$ cat config.mk
export PLATFORM = sky130hd
export DESIGN_NAME = bist_lockstep_engine
export DESIGN_NICKNAME = d
export VERILOG_FILES = /design/src/rtl/bist_lockstep_engine.sv
export SDC_FILE = /design/constraint.sdc
export NUM_CORES = 1
export LEC_CHECK = 0
export BUFFER_PORTS_ARGS = -buffer_cell sky130_fd_sc_hd__buf_2
export CAP_MARGIN = 30
export CORE_AREA = 2 2 94 186
export CTS_BUF_LIST = sky130_fd_sc_hd__clkbuf_4 sky130_fd_sc_hd__clkbuf_8
export CTS_CLUSTER_SIZE = 14
export DETAILED_ROUTE_END_ITERATION = 7
export DIE_AREA = 0 0 96 188
export SETUP_SLACK_MARGIN = 0.02
export SLEW_MARGIN = 20
export SYNTH_ARGS = -nofsm -noshare
export SYNTH_HDL_FRONTEND = slang
export SYNTH_SLANG_ARGS = --single-unit
$ cat constraint.sdc
create_clock -name clk -period 3.6 [get_ports clk]
set_clock_uncertainty 0.1 [all_clocks]
set_input_delay 0.18 -clock clk [delete_from_list [all_inputs] [get_ports clk]]
set_output_delay 0.18 -clock clk [all_outputs]
set_load 0.01 [all_outputs]
$ cat src/rtl/bist_lockstep_engine.sv
// bist_lockstep_engine: LFSR stimulus generator, lockstep response comparator and MISR compactor.
// Ports: clk; rst (async, active-low); start/abort one-cycle pulses;
//   dut_rst/stim drive both DUT copies; resp_golden/resp_netlist sampled on the last cycle of each hold slot;
//   busy (RESET/RUN), done, pass; mismatch_cnt (saturating), vec_cnt, signature (MISR over golden).
// Optional macro BIST_FIRST_FAIL_CAPTURE_EN adds fail_valid, fail_index, fail_golden, fail_netlist.
module bist_lockstep_engine #(
  parameter int IN_W = 8,
  parameter int DATA_W = 32,
  parameter int NUM_VECTORS = 1000,
  parameter int HOLD_CYCLES = 2,
  parameter logic [31:0] LFSR_SEED = 32'h0000_0001
) (
  input  logic clk,
  input  logic rst,
  input  logic start,
  input  logic abort,
  output logic dut_rst,
  output logic [IN_W-1:0] stim,
  input  logic [DATA_W-1:0] resp_golden,
  input  logic [DATA_W-1:0] resp_netlist,
  output logic busy,
  output logic done,
  output logic pass,
  output logic [15:0] mismatch_cnt,
  output logic [15:0] vec_cnt,
  output logic [DATA_W-1:0] signature
`ifdef BIST_FIRST_FAIL_CAPTURE_EN
  ,
  output logic fail_valid,
  output logic [15:0] fail_index,
  output logic [DATA_W-1:0] fail_golden,
  output logic [DATA_W-1:0] fail_netlist
`endif
);
  localparam logic [1:0] IDLE = 2'd0, RESET = 2'd1, RUN = 2'd2, DONE = 2'd3;
  localparam logic [DATA_W-1:0] MISR_POLY = DATA_W'(32'h0040_0007);
  logic [1:0] state;
  logic [31:0] lfsr, lfsr_next;
  logic [15:0] hold, mm_next;
  logic [DATA_W-1:0] sig_next;
  logic slot_end, differ, last_vec, launch;
  assign lfsr_next = {lfsr[30:0], 1'b0} ^ (lfsr[31] ? 32'h0040_0007 : 32'h0);
  assign sig_next = {signature[DATA_W-2:0], 1'b0} ^ (signature[DATA_W-1] ? MISR_POLY : '0) ^ resp_golden;
  assign slot_end = hold == 16'(HOLD_CYCLES - 1);
  assign differ = resp_golden != resp_netlist;
  assign mm_next = mismatch_cnt + {15'd0, differ && mismatch_cnt != 16'hFFFF};
  assign last_vec = vec_cnt == 16'(NUM_VECTORS - 1);
  // busy is high exactly in RESET/RUN, so !busy means IDLE or DONE where start is honoured
  assign launch = start && !abort && !busy;
  always_ff @(posedge clk or negedge rst) begin
    if (!rst) begin
      state <= IDLE;
      stim <= '0;
      dut_rst <= 1'b0;
      busy <= 1'b0;
      done <= 1'b0;
      pass <= 1'b0;
      mismatch_cnt <= '0;
      vec_cnt <= '0;
      signature <= '0;
      lfsr <= LFSR_SEED;
      hold <= '0;
    end else if (abort) begin
      state <= IDLE;
      dut_rst <= 1'b0;
      busy <= 1'b0;
      done <= 1'b0;
      pass <= 1'b0;
    end else if (launch) begin
      state <= RESET;
      stim <= '0;
      dut_rst <= 1'b1;
      busy <= 1'b1;
      done <= 1'b0;
      pass <= 1'b0;
      mismatch_cnt <= '0;
      vec_cnt <= '0;
      signature <= '0;
      lfsr <= LFSR_SEED;
      hold <= '0;
    end else if (state == RESET || state == RUN) begin
      hold <= slot_end ? '0 : hold + 16'd1;
      if (slot_end) begin
        mismatch_cnt <= mm_next;
        signature <= sig_next;
        if (state == RESET) begin
          state <= RUN;
          dut_rst <= 1'b0;
          stim <= lfsr[IN_W-1:0];
        end else begin
          vec_cnt <= vec_cnt + 16'd1;
          lfsr <= lfsr_next;
          if (last_vec) begin
            state <= DONE;
            busy <= 1'b0;
            done <= 1'b1;
            pass <= mm_next == 16'd0;
          end else begin
            stim <= lfsr_next[IN_W-1:0];
          end
        end
      end
    end
  end
`ifdef BIST_FIRST_FAIL_CAPTURE_EN
  always_ff @(posedge clk or negedge rst) begin
    if (!rst || launch) begin
      fail_valid <= 1'b0;
      fail_index <= '0;
      fail_golden <= '0;
      fail_netlist <= '0;
    end else if (!abort && busy && slot_end && differ && !fail_valid) begin
      fail_valid <= 1'b1;
      fail_index <= state == RESET ? 16'hFFFF : vec_cnt;
      fail_golden <= resp_golden;
      fail_netlist <= resp_netlist;
    end
  end
`endif
endmodule
==> reports/qor.yml, run 1 <==
synth:
  syn_nets: 722
  ys.flop_type: "dfrtp_1"
  ys_seq_elements: 126
  yosysSeqAreaShare_pct: 48.64
  syn_area_per_cell_sq_um: 10.01
  syn_inst: 648
  syn_area_sq_mm: 0.006485
  synth_warnings: 0
  ys_types: 54
  synth-edff-count: 0
  async_flop_share_pct: 100.0
drt:
  wl_per_cell_um: 18.05
  first_pass_iters: 4
  drtAntennaViolNets: 0
  route.met2.wl_mm: 10.08
  postRouteWirelength_mm: 18.70
  num_vias: 5543
  top_layer: "met4"
  drtIter0Drc: 207
  wl_met1_mm: 6.919
  drcViolationCount: 0
  dr_wl_met3_mm: 1.051
  vias_per_cell: 5.350
pwr:
  seq_power_share_pct: 41.1
  finalPower_w: 0.004719
  power_frac_comb_pct: 25.7
  power_density_mw_per_mm2: 571.1
  p_int_w: 0.003217
  p_switching_w: 0.001501
  p_leak_nw: 3.789
  sw_frac_of_total_pct: 31.81
  ir_drop_v: 0.0002681
  clockPowerShare_pct: 33.2
clock_network:
  cts_buffer_depth: 2
  ctsHtreeMaxLevel: 4
  postCtsSetupBuffers: 0
  cts_root_buffer: "clkbuf_8"
  insertion_delay_ns: 0.44
  cts_sinks: 126
  tritoncts: "yes"
  clk_pin_slew_ns: 0.08
  numCtsBuffers: 17
setup_path:
  path_cells: "dlygate4sd3_1 -> buf_2 -> xnor2_1 -> nand4_1 -> nor4_1 -> buf_4 -> a22oi_1 -> ha_1 -> ha_1 -> and3_1 -> nand3_1 -> xnor2_1 -> nor4_1 -> nand4_1 -> o31ai_1"
  critical_path.max_stage_delay_ns: 0.53
  arrival_ns: 3.49
  critical_path_class: "input port to register"
  endpoint_kind: "register"
  startpoint_type: "input port"
  slowest_stage: "dlygate4sd3_1"
  crit_fanout: 6
  required_ns: 3.83
layout:
  seq_area_sq_mm: 0.003154
  area_growth_pct: 27.40
  multi_input_area_sq_mm: 0.003146
  final_util_pct: 49.52
  final_cell_mix: "buf_2, dfrtp_1, xnor2_1, nand2_1"
  fillCellCount: 1499
  layout-drive-gt1-share_pct: 24.85
  nNetsFinal: 890
  final_common_cell: "buf_2"
  antenna_cells: 0
global_routing:
  grt_usage_pct: 21.23
  grt_pass1_vias: 5798
  antenna_found_initial: 0
  grt_pass1_wl_mm: 29.53
  overflow: 0
  grt_max_degree: 86
placement:
  portBuffers: 143
  dp_hpwl_mm: 12.92
  place_congestion: 0.8200
  place_ws_ns: 0.4789
floorplan:
  num_io_pins: 144
  coreArea_sq_mm: 0.01668
  dieArea_sq_mm: 0.01805
  rows: 67
  start_util_pct: 38.87
  die_h_um: 188
  die_w_um: 96
sta:
  rsz0062_at_grt: "false"
  slew-limit-headroom_pct: 55.14
  hold_viol_final: 0
  setup_ws_ns: 0.3402
  period_minus_slack_ns: 3.260
  tightest_slew_ns: 0.6688
  fin_crit_sh_pct: 90.55
  drv_slew: 0
  fmax_mhz: 306.8
  tns_ns: 0
  setup-violations-final: 0
outcome:
  status: "finished, final reports clean"
run:
  drv_cap: 0
hold_path:
  min_path_type: "input port to async pin"
flip-flops by register name, summed over array words and instances (netlist names):
name	count
signature	32
lfsr	32
pass	1
hold	16
mismatch_cnt	16
stim	8
state	2
done	1
busy	1
vec_cnt	16
dut_rst	1
layout make-up:
class | instances | area share [%]
flip-flops and latches | 126 | 38.18
multi-input cells | 470 | 38.07
repair buffers | 184 | 13.84
well taps | 207 | 3.135
clock buffers | 20 | 3.105
clock inverters | 12 | 2.893
inverters | 17 | 0.7724
layer usage:
metal / GRT usage (%) / up-vias
li1: - / 2647
met5: 0 / -
met2: 37.87 / 187
met1: 22.16 / 2671
met3: 5.183 / 38
met4: 10.93 / 0
synth_stat cells (4+ instances only):
cell | n | area [sq um]
dfrtp_1 | 125 | 3128
xnor2_1 | 77 | 674.4
nand2_1 | 63 | 236.5
nor2_1 | 41 | 153.9
o21ai_0 | 40 | 200.2
o31ai_1 | 40 | 300.3
nand3_1 | 36 | 180.2
a22o_1 | 34 | 297.8
clkbuf_1 | 28 | 105.1
xor2_1 | 18 | 157.7
inv_1 | 17 | 63.81
nand4_1 | 17 | 106.4
nor4_1 | 10 | 62.56
and3_1 | 9 | 56.30
nor3_1 | 8 | 40.04
a21oi_1 | 7 | 35.03
mux2_2 | 7 | 78.83
and4_1 | 6 | 52.55
ha_1 | 6 | 75.07
nand2b_1 | 5 | 31.28
a31oi_1 | 4 | 25.02
and2_1 | 4 | 25.02
buf_2 | 4 | 20.02
stage by stage:
step | hold WS [ns] | instance area, sq um | cells
floorplan | -0.2156 | 6485 | 648
global placement | 0.2548 | 7440 | 973
detailed placement | 0.2717 | 7440 | 973
CTS | 0.0003704 | 8225 | 1034
global route | 0.02515 | 8262 | 1036
finish | 0.02786 | 8262 | 1036
worst max-delay path: cells and delay by family:
family	cells	cell delay, ns
buffers and inverters	3	0.83
AO/OA/AOI/OAI	2	0.30
AND/OR/NAND/NOR	6	1.28
XOR/XNOR	2	0.40
adder cells (fa/ha/maj)	2	0.51
path summary, 6_finish.rpt:
path,start,slack [ns],to,cells past startpoint
hold / removal,rst,0.03,signature[2]$_DFFE_PN0P_,2
hold reg to reg,lfsr[24]$_DFFE_PN0P_,0.39,lfsr[25]$_DFFE_PN0P_,1
setup / recovery,resp_golden[23],0.34,pass$_DFFE_PN0P_,15
setup reg to reg,mismatch_cnt[4]$_DFFE_PN0P_,0.42,pass$_DFFE_PN0P_,11
max in group asynchronous,rst,2.46,vec_cnt[12]$_DFFE_PN0P_,4
min in group clk,resp_golden[5],0.03,signature[5]$_DFFE_PN0P_,3
power groups by stage:
stage               clock network [W]  registers [W]  logic [W]
floorplan                           0        0.00202   0.000613
global placement                    0        0.00196    0.00117
detailed placement                  0        0.00197    0.00118
CTS                           0.00160        0.00194    0.00122
global route                  0.00167        0.00198    0.00135
finish                        0.00157        0.00194    0.00121
cell families after synthesis:
| logic type | count (synthesis) | synth area share, % |
|---|---|---|
| AND/OR/NAND/NOR | 216 | 17.06 |
| AO/OA/AOI/OAI | 143 | 15.44 |
| flip-flops | 126 | 48.64 |
| XOR/XNOR | 95 | 12.83 |
| buffers and inverters | 52 | 3.203 |
| multiplexers | 10 | 1.679 |
| adder cells (fa/ha/maj) | 6 | 1.158 |
timing repair:
action / in CTS / in global routing
hold buffers: 29 / 0
gates resized for setup: 0 / 1
endpoints found under the setup margin: 0 / 1
endpoints found under the hold margin: 95 / 0
No activity file was read; power rests on OpenSTA's default activity.
==> inputs of run 2 (changes only) <==
--- a/config.mk
+++ b/config.mk
@@ -7,11 +7,11 @@
 export LEC_CHECK = 0
 export BUFFER_PORTS_ARGS = -buffer_cell sky130_fd_sc_hd__buf_2
 export CAP_MARGIN = 30
-export CORE_AREA = 2 2 94 186
-export CTS_BUF_LIST = sky130_fd_sc_hd__clkbuf_4 sky130_fd_sc_hd__clkbuf_8
+export CORE_AREA = 2 2 146 119
+export CTS_BUF_LIST = sky130_fd_sc_hd__clkbuf_2 sky130_fd_sc_hd__clkbuf_4 sky130_fd_sc_hd__clkbuf_8
 export CTS_CLUSTER_SIZE = 14
 export DETAILED_ROUTE_END_ITERATION = 7
-export DIE_AREA = 0 0 96 188
+export DIE_AREA = 0 0 148 121
 export SETUP_SLACK_MARGIN = 0.02
 export SLEW_MARGIN = 20
 export SYNTH_ARGS = -nofsm -noshare
==> reports/qor.yml, run 2 (synthesized netlist as in run 1, its figures left out) <==
pwr:
  ir_drop_v: 0.0003921
  p_leak_nw: 3.744
  power_density_mw_per_mm2: 539.8
  finalPower_w: 0.004421
placement:
  portBuffers: 143
  post_dp_cell_area_sq_mm: 0.007438
  dp_hpwl_mm: 12.25
  place_congestion: 0.8235
  place_ws_ns: 0.08319
layout:
  final_cell_mix: "buf_2, dfrtp_1, xnor2_1, nand2_1"
  nNetsFinal: 892
  antenna_cells: 0
  final_util_pct: 49.95
  final_common_cell: "buf_2"
  area_growth_pct: 26.30
  top_regs: "lfsr (32), signature (32)"
  layout-drive-gt1-share_pct: 24.91
  final_area_sq_mm: 0.008190
floorplan:
  die_w_um: 148
  dieArea_sq_mm: 0.01791
  coreArea_sq_mm: 0.01640
  die_h_um: 121
  start_util_pct: 39.55
  rows: 42
  num_io_pins: 144
sta:
  fin_crit_sh_pct: 92.26
  setup-violations-final: 0
  tightest_slew_ns: 0.8962
  fmax_mhz: 301.1
  drv_slew: 0
  slew-limit-headroom_pct: 40.03
  period_minus_slack_ns: 3.321
  hold_viol_final: 0
  timing.hold.ws_ns: 0.02816
  setup_ws_ns: 0.2788
setup_path:
  critical_path_class: "register to register"
  crit_fanout: 9
  startpoint: "mismatch_cnt[3]$_DFFE_PN0P_"
  startpoint_type: "register"
  arrival_ns: 3.57
  endpoint_kind: "register"
  required_ns: 3.85
  rr_startpoint: "mismatch_cnt[3]$_DFFE_PN0P_"
drt:
  num_vias: 5590
  drcViolationCount: 0
  drtAntennaViolNets: 0
  first_pass_iters: 5
  drtIter0Drc: 395
  vias_per_cell: 5.319
  postRouteWirelength_mm: 17.72
  wl_per_cell_um: 16.86
global_routing:
  antenna_found_initial: 1
  grt_usage_pct: 20.47
  grt_pass1_vias: 5496
  grt_max_degree: 60
  overflow: 0
  grt_pass1_wl_mm: 28.74
clock_network:
  ctsHtreeMaxLevel: 4
  cts_buffer_depth: 2
  clk_pin_slew_ns: 0.08
  postCtsSetupBuffers: 0
  numCtsBuffers: 17
  cts_root_buffer: "clkbuf_8"
  tritoncts: "yes"
  cts_sinks: 126
  insertion_delay_ns: 0.44
hold_path:
  worstHoldStart: "resp_golden[20]"
  min_path_type: "input port to register"
run:
  drv_cap: 0
outcome:
  status: "finished, final reports clean"
[run 2: cell count changes in the layout (fill, tap and decap cells not counted)]
cell	delta
a21oi_1	-1
a21oi_2	+1
buf_12	-2
buf_16	-1
buf_4	+3
bufinv_16	-4
clkbuf_4	-3
clkbuf_8	+2
clkinv_2	+2
clkinvlp_4	+3
dlygate4sd3_1	+3
inv_6	-1
nor4_1	-1
nor4_4	+1
[run 2: routing by layer]
layer	vias up	global-route usage [%]	part of all wire (%)
li1	2669	-	-
met1	2719	26.87	45
met2	184	32.52	46
met3	18	6.128	7.3
met4	0	6.845	1.8
met5	-	0	0
[run 2: worst paths after layout]
path	endpoint	slack, ns	cells past startpoint
min	signature[20]$_DFFE_PN0P_	0.03	3
max in group asynchronous	lfsr[18]$_DFFE_PN0P_	2.23	3
min in group asynchronous	mismatch_cnt[11]$_DFFE_PN0P_	0.20	2
min reg2reg	lfsr[13]$_DFFE_PN0P_	0.40	1
max	pass$_DFFE_PN0P_	0.28	11
max reg2reg	pass$_DFFE_PN0P_	0.28	11
[run 2: critical path, stage by stage (launching register included)]
cell and delay [ns]:
dfrtp_1 0.50, nand4_1 0.34, nor4_4 0.41, a22oi_1 0.18
ha_1 0.26, ha_1 0.26, and2_1 0.23, nand3_1 0.12
nand2b_1 0.07, a2111oi_1 0.45, a41oi_1 0.10, o31ai_1 0.23
[run 2: through the flow]
step | TNS [ns] | instances
detailed placement | 0 | 987
global placement | 0 | 987
floorplan | 0 | 648
CTS | 0 | 1051
global route | -0.02220 | 1051
finish | 0 | 1051
[run 2: cell type report]
class	instances	area [sq um]
fill	1503	8205
multi-input combinational	470	3164
sequential	126	3154
timing repair buffer	186	1121
tap	220	275.3
clock buffer	20	269.0
clock inverter	12	142.6
inverter	17	63.81
[run 2: report_power, final]
group / internal (W) / leakage (nW) / switching (W) / total, W
Combinational: 0.000559 / 1.84 / 0.000635 / 0.00119
Sequential: 0.00167 / 1.70 / 0.000270 / 0.00194
Clock: 0.000721 / 0.208 / 0.000566 / 0.00129
[run 2: repair_timing]
item	4_1_cts	5_1_grt
setup endpoints to repair	0	2
hold buffers	32	0
endpoints found under the hold margin	78	0
resized for setup	0	3
==> inputs of run 3 (changes only) <==
==> constraint.sdc (replaced) <==
create_clock -name clk -period 3.6 [get_ports clk]
set_clock_uncertainty 0.1 [all_clocks]
set_input_delay 0.54 -clock clk [delete_from_list [all_inputs] [get_ports clk]]
set_output_delay 0.54 -clock clk [all_outputs]
set_load 0.01 [all_outputs]
==> reports/qor.yml, run 3 (synthesized netlist as in run 1, its figures left out) <==
outcome:
  status: "finished, final reports clean"
clock_network:
  tritoncts: "yes"
  postCtsResizedCells: 0
  insertion_delay_ns: 0.44
  numCtsBuffers: 17
  cts_root_buffer: "clkbuf_8"
  ctsHtreeMaxLevel: 4
  ctsHoldBuffers: 0
  postCtsSetupBuffers: 0
  cts_sinks: 126
  clk_pin_slew_ns: 0.08
  cts_buffer_depth: 2
setup_path:
  critical_path_class: "register to register"
  crit_fanout: 9
  slowest_stage: "dfrtp_1"
  path_common_cell: "ha_1"
  endpoint_kind: "register"
  required_ns: 3.85
  startpoint_type: "register"
  arrival_ns: 3.32
  path_buf_inv: 1
  ff2ff_setup_slack_ns: 0.53
  path_cells: "nand4_1 -> nor4_1 -> buf_4 -> a22oi_1 -> ha_1 -> ha_1 -> and2_1 -> and3_1 -> nand3_1 -> a2111oi_0 -> a41oi_1 -> o31ai_1"
  path_delay_family: "compound AO/OA/AOI/OAI gates"
  critical_path.max_stage_delay_ns: 0.47
placement:
  place_congestion: 0.8601
  dp_hpwl_mm: 12.29
  portBuffers: 143
pwr:
  seq_power_share_pct: 43.4
  ir_drop_v: 0.0003198
  p_int_w: 0.003020
  power_frac_comb_pct: 26.0
  clockPowerShare_pct: 30.6
  sw_frac_of_total_pct: 32.62
  power_density_mw_per_mm2: 566.6
  p_switching_w: 0.001462
  p_leak_nw: 3.622
sta:
  slew-limit-headroom_pct: 47.79
  fin_crit_sh_pct: 85.17
  rsz0062_at_grt: "false"
  drv_slew: 0
  tightest_slew_ns: 0.7801
  setup-violations-final: 0
  hold_viol_final: 0
  fmax_mhz: 326.2
  tns_ns: 0
  period_minus_slack_ns: 3.066
floorplan:
  num_io_pins: 144
  dieArea_sq_mm: 0.01791
  coreArea_sq_mm: 0.01640
  start_util_pct: 39.55
  die_h_um: 121
  rows: 42
  die_w_um: 148
global_routing:
  overflow: 0
  grt_pass1_wl_mm: 28.62
  antenna_found_initial: 1
  grt.met1_usage_pct: 27.41
  grt_usage_pct: 20.28
  grt_pass1_vias: 5404
  grtUsageMet2_pct: 32.00
  grt.busiest_layer: "met2"
  grt_use_met3_pct: 6.241
  grt_max_degree: 78
layout:
  area_growth_pct: 22.00
  layout-drive-gt1-share_pct: 25.84
  nNetsFinal: 862
  final_common_cell: "buf_2"
  multi_input_area_sq_mm: 0.003144
  antenna_cells: 0
  final_util_pct: 48.25
  top_regs: "lfsr (32), signature (32)"
  seq_area_sq_mm: 0.003154
  fillCellCount: 1588
  final_cell_mix: "buf_2, dfrtp_1, xnor2_1, nand2_1"
drt:
  wl_per_cell_um: 16.76
  drtAntennaViolNets: 0
  drcViolationCount: 0
  num_vias: 5390
  drtIter0Drc: 322
  first_pass_iters: 4
  postRouteWirelength_mm: 17.11
  vias_per_cell: 5.279
hold_path:
  min_path_type: "input port to async pin"
run:
  drv_cap: 0
==> run 3: worst paths after layout <==
check	to	startpoint	cells past startpoint
setup reg to reg	pass$_DFFE_PN0P_	mismatch_cnt[4]$_DFFE_PN0P_	12
hold reg to reg	lfsr[26]$_DFFE_PN0P_	lfsr[25]$_DFFE_PN0P_	1
hold / removal	mismatch_cnt[11]$_DFFE_PN0P_	rst	1
min in group clk	signature[26]$_DFFE_PN0P_	resp_golden[26]	3
max in group asynchronous	lfsr[12]$_DFFE_PN0P_	rst	2
setup / recovery	pass$_DFFE_PN0P_	mismatch_cnt[4]$_DFFE_PN0P_	12
==> run 3: final cells by class <==
| class | count | share of cell area [%] |
|---|---|---|
| well taps | 220 | 3.479 |
| inverters | 17 | 0.8066 |
| clock buffers | 21 | 3.574 |
| clock inverters | 11 | 2.056 |
| multi-input cells | 470 | 39.74 |
| repair buffers | 156 | 10.47 |
| flip-flops and latches | 126 | 39.87 |
==> run 3: power by group through the flow <==
stage	registers [W]	clock network, W	logic, W
6_report	0.00195	0.00137	0.00117
4_1_cts	0.00195	0.00141	0.00118
3_3_place_gp	0.00196	0	0.00116
3_5_place_dp	0.00197	0	0.00117
2_1_floorplan	0.00202	0	0.000613
5_1_grt	0.00199	0.00148	0.00130
==> run 3: metrics by stage <==
step	cells	worst slack, ns	cell area (sq um)	hold slack (ns)	power [W]
floorplan	648	0.7655	6485	0.1444	0.002633
global placement	989	0.2510	7466	0.3796	0.003113
detailed placement	989	0.1676	7466	0.3847	0.003144
CTS	1021	0.5464	7911	0.01757	0.004537
global route	1021	0.2410	7911	0.03642	0.004777
finish	1021	0.5340	7911	0.002531	0.004482
==> run 3: metal layers <==
layer	vias to the layer above	wire (um)
met4	0	167
met2	157	7862
li1	2600	-
met5	-	0
met1	2621	7942
met3	12	1137
